## src/rtl/ucq_arb_if.sv

```systemverilog
// Bundle between the BCP engines, the decision stage and the unit-clause queue arbiter.
// master drives requests/literals; slave is the arbiter.
interface ucq_arb_if #(
   parameter int unsigned NUM_PE    = 4,
   parameter int unsigned UCQ_DEPTH = 8,
   parameter int unsigned LIT_W     = 16
);
   localparam int unsigned CntW = $clog2(UCQ_DEPTH) + 1;

   logic [NUM_PE-1:0]             pe_imply_valid;
   logic [NUM_PE-1:0][LIT_W-1:0]  pe_imply_lit;
   logic [NUM_PE-1:0]             pe_conflict;
   logic [NUM_PE-1:0]             pe_newLitAccept;
   logic [NUM_PE-1:0]             pe_imply_grant;
   logic [LIT_W-1:0]              ext_lit;
   logic                          ext_valid;
   logic                          ext_ready;
   logic [LIT_W-1:0]              newLit;
   logic                          newLitValid;
   logic                          conflict_out;
   logic                          conflict_clr;
   logic [CntW-1:0]               ucq_count;

   modport master (
      output pe_imply_valid, pe_imply_lit, pe_conflict, pe_newLitAccept,
      output ext_lit, ext_valid, conflict_clr,
      input  pe_imply_grant, ext_ready, newLit, newLitValid, conflict_out, ucq_count
   );

   modport slave (
      input  pe_imply_valid, pe_imply_lit, pe_conflict, pe_newLitAccept,
      input  ext_lit, ext_valid, conflict_clr,
      output pe_imply_grant, ext_ready, newLit, newLitValid, conflict_out, ucq_count
   );
endinterface

```

## src/rtl/ucq_arb.sv

```systemverilog
// Unit-clause queue: round-robin arbitration of engine implications, duplicate/negation
// filtering, head broadcast with all-engine accept, and sticky conflict handling.
module ucq_arb #(
   parameter int unsigned NUM_PE    = 4,
   parameter int unsigned UCQ_DEPTH = 8,
   parameter int unsigned LIT_W     = 16
) (
   input logic      clk,
   input logic      rst_n,
   ucq_arb_if.slave ucq
);
   localparam int unsigned PtrW = $clog2(UCQ_DEPTH);
   localparam int unsigned CntW = PtrW + 1;
   localparam int unsigned IdxW = (NUM_PE > 1) ? $clog2(NUM_PE) : 1;

   logic [LIT_W-1:0]     mem_q [UCQ_DEPTH];
   logic [PtrW-1:0]      head_q, head_d, tail_q, tail_d;
   logic [CntW-1:0]      count_q, count_d;
   logic [NUM_PE-1:0]    mask_q, mask_d;
   logic [IdxW-1:0]      rr_q, rr_d;
   logic                 conflict_q, conflict_d;

   logic                 empty, full, lit_vld, pop, grant_en, gnt_any, ext_fire, push_req;
   logic [IdxW-1:0]      gnt_idx, cand;
   logic [NUM_PE-1:0]    grant;
   logic [LIT_W-1:0]     push_lit, neg_lit;
   logic [UCQ_DEPTH-1:0] ent_vld;
   logic [PtrW-1:0]      off;
   logic                 dup_hit, neg_hit, do_push, neg_conf, conflict_evt;

   // rst_n is active-high here: the block is held in reset while it is 1.
   assign empty    = (count_q == '0);
   assign full     = (count_q == CntW'(UCQ_DEPTH));
   assign lit_vld  = !rst_n && !empty && !conflict_q;
   assign pop      = lit_vld && (&(mask_q | ucq.pe_newLitAccept));
   assign grant_en = !rst_n && !conflict_q && !(|ucq.pe_conflict) && (!full || pop);
   assign ext_fire = ucq.ext_valid && ucq.ext_ready;

   assign ucq.ext_ready      = !rst_n && empty && !conflict_q && !(|ucq.pe_imply_valid);
   assign ucq.pe_imply_grant = grant;
   assign ucq.newLitValid    = lit_vld;
   assign ucq.newLit         = lit_vld ? mem_q[head_q] : '0;
   assign ucq.conflict_out   = conflict_q;
   assign ucq.ucq_count      = count_q;

   // Search starts at rr_q, the engine after the last one granted.
   always_comb begin
      grant   = '0;
      gnt_idx = '0;
      gnt_any = 1'b0;
      cand    = '0;
      if (grant_en) begin
         for (int k = 0; k < int'(NUM_PE); k++) begin
            cand = IdxW'((32'(rr_q) + 32'(k)) % NUM_PE);
            if (!gnt_any && ucq.pe_imply_valid[cand]) begin
               gnt_any = 1'b1;
               gnt_idx = cand;
            end
         end
         if (gnt_any) grant[gnt_idx] = 1'b1;
      end
   end

   assign push_req = gnt_any || ext_fire;
   assign push_lit = gnt_any ? ucq.pe_imply_lit[gnt_idx] : ucq.ext_lit;
   assign neg_lit  = '0 - push_lit;

   // Filtering sees every entry valid at cycle start, including a head popped this cycle.
   always_comb begin
      ent_vld = '0;
      dup_hit = 1'b0;
      neg_hit = 1'b0;
      off     = '0;
      for (int i = 0; i < int'(UCQ_DEPTH); i++) begin
         off        = PtrW'(i) - head_q;
         ent_vld[i] = ({1'b0, off} < count_q);
         if (ent_vld[i] && (mem_q[i] == push_lit)) dup_hit = 1'b1;
         if (ent_vld[i] && (mem_q[i] == neg_lit)) neg_hit = 1'b1;
      end
   end

   assign do_push      = push_req && (push_lit != '0) && !dup_hit && !neg_hit;
   assign neg_conf     = push_req && (push_lit != '0) && !dup_hit && neg_hit;
   assign conflict_evt = (|ucq.pe_conflict) || neg_conf;

   always_comb begin
      head_d     = head_q;
      tail_d     = tail_q;
      count_d    = count_q;
      mask_d     = mask_q;
      conflict_d = conflict_q;
      rr_d       = rr_q;
      if (gnt_any) begin
         rr_d = (gnt_idx == IdxW'(NUM_PE - 1)) ? '0 : gnt_idx + 1'b1;
      end
      if (conflict_evt) begin
         head_d     = '0;
         tail_d     = '0;
         count_d    = '0;
         mask_d     = '0;
         conflict_d = 1'b1;
      end else begin
         if (pop) head_d = head_q + 1'b1;
         if (do_push) tail_d = tail_q + 1'b1;
         unique case ({do_push, pop})
            2'b10:   count_d = count_q + CntW'(1);
            2'b01:   count_d = count_q - CntW'(1);
            default: count_d = count_q;
         endcase
         if (pop) begin
            mask_d = '0;
         end else if (lit_vld) begin
            mask_d = mask_q | ucq.pe_newLitAccept;
         end
         if (ucq.conflict_clr) conflict_d = 1'b0;
      end
   end

   always_ff @(posedge clk) begin
      if (rst_n) begin
         head_q     <= '0;
         tail_q     <= '0;
         count_q    <= '0;
         mask_q     <= '0;
         rr_q       <= '0;
         conflict_q <= 1'b0;
      end else begin
         head_q     <= head_d;
         tail_q     <= tail_d;
         count_q    <= count_d;
         mask_q     <= mask_d;
         rr_q       <= rr_d;
         conflict_q <= conflict_d;
      end
   end

   always_ff @(posedge clk) begin
      if (do_push) mem_q[tail_q] <= push_lit;
   end
endmodule

```

## src/flat_wrapper.sv

```systemverilog
// flat-port wrapper written by rule: the top's interface ports become plain ports
module ucq_arb_flat 
#(
   parameter int unsigned NUM_PE    = 4,
   parameter int unsigned UCQ_DEPTH = 8,
   parameter int unsigned LIT_W     = 16
)
  (clk, rst_n, ucq_pe_imply_valid, ucq_pe_imply_lit, ucq_pe_conflict, ucq_pe_newLitAccept, ucq_ext_lit, ucq_ext_valid, ucq_conflict_clr, ucq_pe_imply_grant, ucq_ext_ready, ucq_newLit, ucq_newLitValid, ucq_conflict_out, ucq_ucq_count);
  ucq_arb_if #(.NUM_PE(NUM_PE), .UCQ_DEPTH(UCQ_DEPTH), .LIT_W(LIT_W)) ucq_i ();
  input logic clk;
  input logic rst_n;
  input wire logic [$bits(ucq_i.pe_imply_valid)-1:0] ucq_pe_imply_valid;
  input wire logic [$bits(ucq_i.pe_imply_lit)-1:0] ucq_pe_imply_lit;
  input wire logic [$bits(ucq_i.pe_conflict)-1:0] ucq_pe_conflict;
  input wire logic [$bits(ucq_i.pe_newLitAccept)-1:0] ucq_pe_newLitAccept;
  input wire logic [$bits(ucq_i.ext_lit)-1:0] ucq_ext_lit;
  input wire logic [$bits(ucq_i.ext_valid)-1:0] ucq_ext_valid;
  input wire logic [$bits(ucq_i.conflict_clr)-1:0] ucq_conflict_clr;
  output wire logic [$bits(ucq_i.pe_imply_grant)-1:0] ucq_pe_imply_grant;
  output wire logic [$bits(ucq_i.ext_ready)-1:0] ucq_ext_ready;
  output wire logic [$bits(ucq_i.newLit)-1:0] ucq_newLit;
  output wire logic [$bits(ucq_i.newLitValid)-1:0] ucq_newLitValid;
  output wire logic [$bits(ucq_i.conflict_out)-1:0] ucq_conflict_out;
  output wire logic [$bits(ucq_i.ucq_count)-1:0] ucq_ucq_count;
  assign ucq_i.pe_imply_valid = ucq_pe_imply_valid;
  assign ucq_i.pe_imply_lit = ucq_pe_imply_lit;
  assign ucq_i.pe_conflict = ucq_pe_conflict;
  assign ucq_i.pe_newLitAccept = ucq_pe_newLitAccept;
  assign ucq_i.ext_lit = ucq_ext_lit;
  assign ucq_i.ext_valid = ucq_ext_valid;
  assign ucq_i.conflict_clr = ucq_conflict_clr;
  assign ucq_pe_imply_grant = ucq_i.pe_imply_grant;
  assign ucq_ext_ready = ucq_i.ext_ready;
  assign ucq_newLit = ucq_i.newLit;
  assign ucq_newLitValid = ucq_i.newLitValid;
  assign ucq_conflict_out = ucq_i.conflict_out;
  assign ucq_ucq_count = ucq_i.ucq_count;
  ucq_arb #(.NUM_PE(NUM_PE), .UCQ_DEPTH(UCQ_DEPTH), .LIT_W(LIT_W)) u_core (.clk(clk), .rst_n(rst_n), .ucq(ucq_i));
endmodule
```

## config.mk

```make
export PLATFORM = sky130hd
export DESIGN_NAME = ucq_arb_flat
export DESIGN_NICKNAME = d
export VERILOG_FILES = /design/src/rtl/ucq_arb_if.sv /design/src/rtl/ucq_arb.sv /design/src/flat_wrapper.sv
export SDC_FILE = /design/constraint.sdc
export NUM_CORES = 1
export LEC_CHECK = 0
export CAP_MARGIN = 10
export CORE_MARGIN = 3
export CORE_UTILIZATION = 50
export DETAILED_ROUTE_END_ITERATION = 8
export PLACE_DENSITY = 0.82
export SKIP_LAST_GASP = 1
export SYNTH_ARGS = -nofsm -noshare
export SYNTH_HDL_FRONTEND = slang
export SYNTH_SLANG_ARGS = --single-unit
```

## constraint.sdc

```tcl
create_clock -name clk -period 9.3 [get_ports clk]
set_input_delay 1.86 -clock clk [delete_from_list [all_inputs] [get_ports clk]]
set_output_delay 1.86 -clock clk [all_outputs]
set_load 0.005 [all_outputs]
```

==> run metrics <==
total power about 0.0017 W; Post-Syn Nets 1182; Pleak 4.550 nW; layout cells sized above 1 14.39%; Inserted Clock Buffers 17; dpl hpwl 36.80 mm; outcome completed; simple-gate portion of the synthesized area 18.03%; initial antenna violation count 0; sequential power share a little over two fifths; Gate Count Post-Synth 1067; number of I/O pins roughly 120; die height 156.6 um; Horiz. Die Dim 156.6 um; Crit path arrival time 8770 ps; final period utilization around nine tenths; WL final a little under 50 mm; DR iter-0 viols 1226; Synth Area in Compound Gates 10.88%; largest net degree at the start of global routing 33; Core ar. 22030 um2; FP Rows 54; Worst EP required 9620 ps; post-synthesis adder-cell area fraction 2.096%; Worst Tran Pin Value 1086 ps; Skew-Pair Late Insertion Delay approximately 440 ps; CTS resizes 0; Crit Path Max Fanout 12; die area around 25000 um2; Post-synth ARST share 0%; Placed Area 13110 um2; drt pass-1 iters 5; Synth Flop Type edfxtp_1; Initial Util 51.50%; endpoints failing hold 0; net load switching power 0.0004897 W; Maximum Capacitance Violations 0; largest family of logic cells by synthesized area XOR/XNOR gates; mux cell area share after synthesis 9.276%; GP Congestion 1.086; part of the power in the clock network 42.7%; area delta synth->final 20.98%; Final #Nets 1325; final setup fails 0; clock-pin slew on the worst setup and hold paths 70 ps; Synth Register Bits 148; Mapped Avg Cell Area 10.63 um2; FMAX 0.1182 GHz; global router's overall resource usage slightly below 40%; first-pass GRT wire length 68.79 mm; Yosys cell types 90; pre-CTS WS 591.2 ps; vias in the first global route 9783; TritonCTS clock tree built; post-route ant nets 0; Setup Skew roughly 13 ps; minimum clock period 8458 ps; Vias approximately 10000; Slew headroom 26.92%; diode count 0; crit path kind in -> reg; Worst VDD drop around 0.10 mV; crit end category flip-flop; CTS Root Cell clkbuf_16; Worst setup SP type primary input; Post-Synthesis Cell Area roughly 11000 um2; Yosys warnings 0; class of the worst hold path reg -> reg; TritonCTS sink count 148; Pwr Density 126.3 nW/um2; Post-synth EDFFs 128; Remaining DRCs 0; final worst slack 842.5 ps; CTS H-tree depth 4; via-per-instance ratio 6.787; Comb power frac roughly 16%; Min Hold Slack slightly above 500 ps; max-slew violations 0; register area share after synthesis 37.41%; Setup Fix Bufs, Post-CTS 0; gr ovfl total 0; sw frac 28.24%; internal power roughly 0.0012 W; setup tns final 0 ps; RSZ-0062 raised after global routing false; Hold Buf Count CTS 0; XOR/XNOR share of the synthesized area 18.69%; Max clock buf depth 2; WL/cell 32.17 um; post-route cell area 13720 um2; PortBufs between 100 and 150
-- layout make-up --
type | count | area (um2)
Fill cell | 1831 | 8303
Multi-Input combinational cell | 828 | 6726
Sequential cell | 148 | 4245
Timing Repair Buffer | 180 | 1657
Clock buffer | 17 | 425.4
Tap cell | 280 | 350.3
Clock inverter | 15 | 187.7
Inverter | 35 | 131.4
-- flip-flops by register name, summed over array words and instances (netlist names), named ones only --
| name | count |
|---|---|
| u_core.ucq.ucq_count | 4 |
| u_core.mem_q | 128 |
| u_core.mask_q | 4 |
| u_core.tail_q | 3 |
| u_core.head_q | 3 |
| u_core.rr_q | 2 |
| u_core.ucq.conflict_out | 1 |
-- per-stage QoR --
| stage | instances | utilization [%] |
|---|---|---|
| after floorplan | 1067 | - |
| after global placement | 1471 | 59.52 |
| after detailed placement | 1471 | 59.52 |
| after CTS | 1503 | 62.30 |
| after global routing | 1503 | 62.30 |
| final | 1503 | 62.30 |
-- synthesized netlist by cell type, drive strengths merged, types with 9 or more instances --
library cell	n	area share [%]
nand2	45	1.5
ha	19	2.1
xnor3	14	2.8
a32oi	9	0.76
xor2	50	3.9
mux4	32	6.4
inv	35	1.2
or3	18	0.99
a21oi	49	2.2
buf	35	1.8
o21ai	33	1.5
and2	9	0.50
nor3	37	1.9
edfxtp	128	34
nand3	41	2.0
nor2	74	2.8
clkbuf	21	0.69
nor4	32	2.3
mux2i	32	2.8
xnor2	153	12
dfxtp	20	3.5
nor4b	9	0.69
nand2b	9	0.50
nand4	26	1.7
-- layout by cell type (no fill, tap or decap), drive strengths merged, types with 9 or more instances in the layout --
cell type      instances
xnor2                153
edfxtp               128
clkdlybuf4s50        122
nor2                  74
buf                   58
xor2                  50
a21oi                 49
nand2                 45
inv                   43
nand3                 41
nor3                  37
o21ai                 33
mux2i                 32
mux4                  32
nor4                  32
nand4                 26
dfxtp                 20
ha                    19
or3                   18
clkbuf                17
xnor3                 14
nand2b                 9
nor4b                  9
a32oi                  9
and2                   9
-- power by group through the flow --
stage	clock [W]	combinational [W]	sequential, W
2_1_floorplan	0	0.000147	0.000738
3_3_place_gp	0	0.000264	0.000738
3_5_place_dp	0	0.000260	0.000738
4_1_cts	0.000742	0.000262	0.000723
5_1_grt	0.000769	0.000280	0.000723
6_report	0.000741	0.000269	0.000723
-- cells by family after synthesis --
family | count (synthesis)
mux | 65
compound gates | 178
fa+ha+maj | 19
xor+xnor | 217
buf+inv | 91
simple gates | 349
flops | 148
-- path summary, 6_finish.rpt --
kind	start	to	cells after the start	slack [ps]
worst max-delay path	ucq_pe_conflict[1]	u_core.ucq.ucq_count[2]$_SDFFE_PP0P_	25	840
worst max register to register	u_core.mask_q[3]$_SDFFE_PP0P_	u_core.ucq.ucq_count[2]$_SDFFE_PP0P_	25	2510
worst min register to register	u_core.mask_q[0]$_SDFFE_PP0P_	u_core.mask_q[0]$_SDFFE_PP0P_	2	510
worst min-delay path	u_core.mask_q[0]$_SDFFE_PP0P_	u_core.mask_q[0]$_SDFFE_PP0P_	2	510
-- critical path, stage by stage --
cell	delay (ps)
clkdlybuf4s50_1	400
or4_4	570
a311o_1	350
nor2_1	610
a32o_1	410
nor2_2	80
ha_1	220
o211a_1	130
and2_0	260
nand2_1	330
o31ai_1	110
or4b_2	630
nor4_1	360
nor4b_1	520
a32oi_1	180
and4_1	340
nand2_1	210
ha_1	320
xor2_1	100
ha_1	190
a21oi_1	170
xor2_1	170
nor2_1	70
xnor2_1	130
nor2_1	50
-- layer usage --
layer	part of all wire, %	global-route usage [%]	wire (um)
met1	40	54.49	19370
met2	43	58.88	20780
met3	11	8.905	5399
met4	5.8	18.63	2804
met5	0	0	0
(Power assumes the default switching activity.)
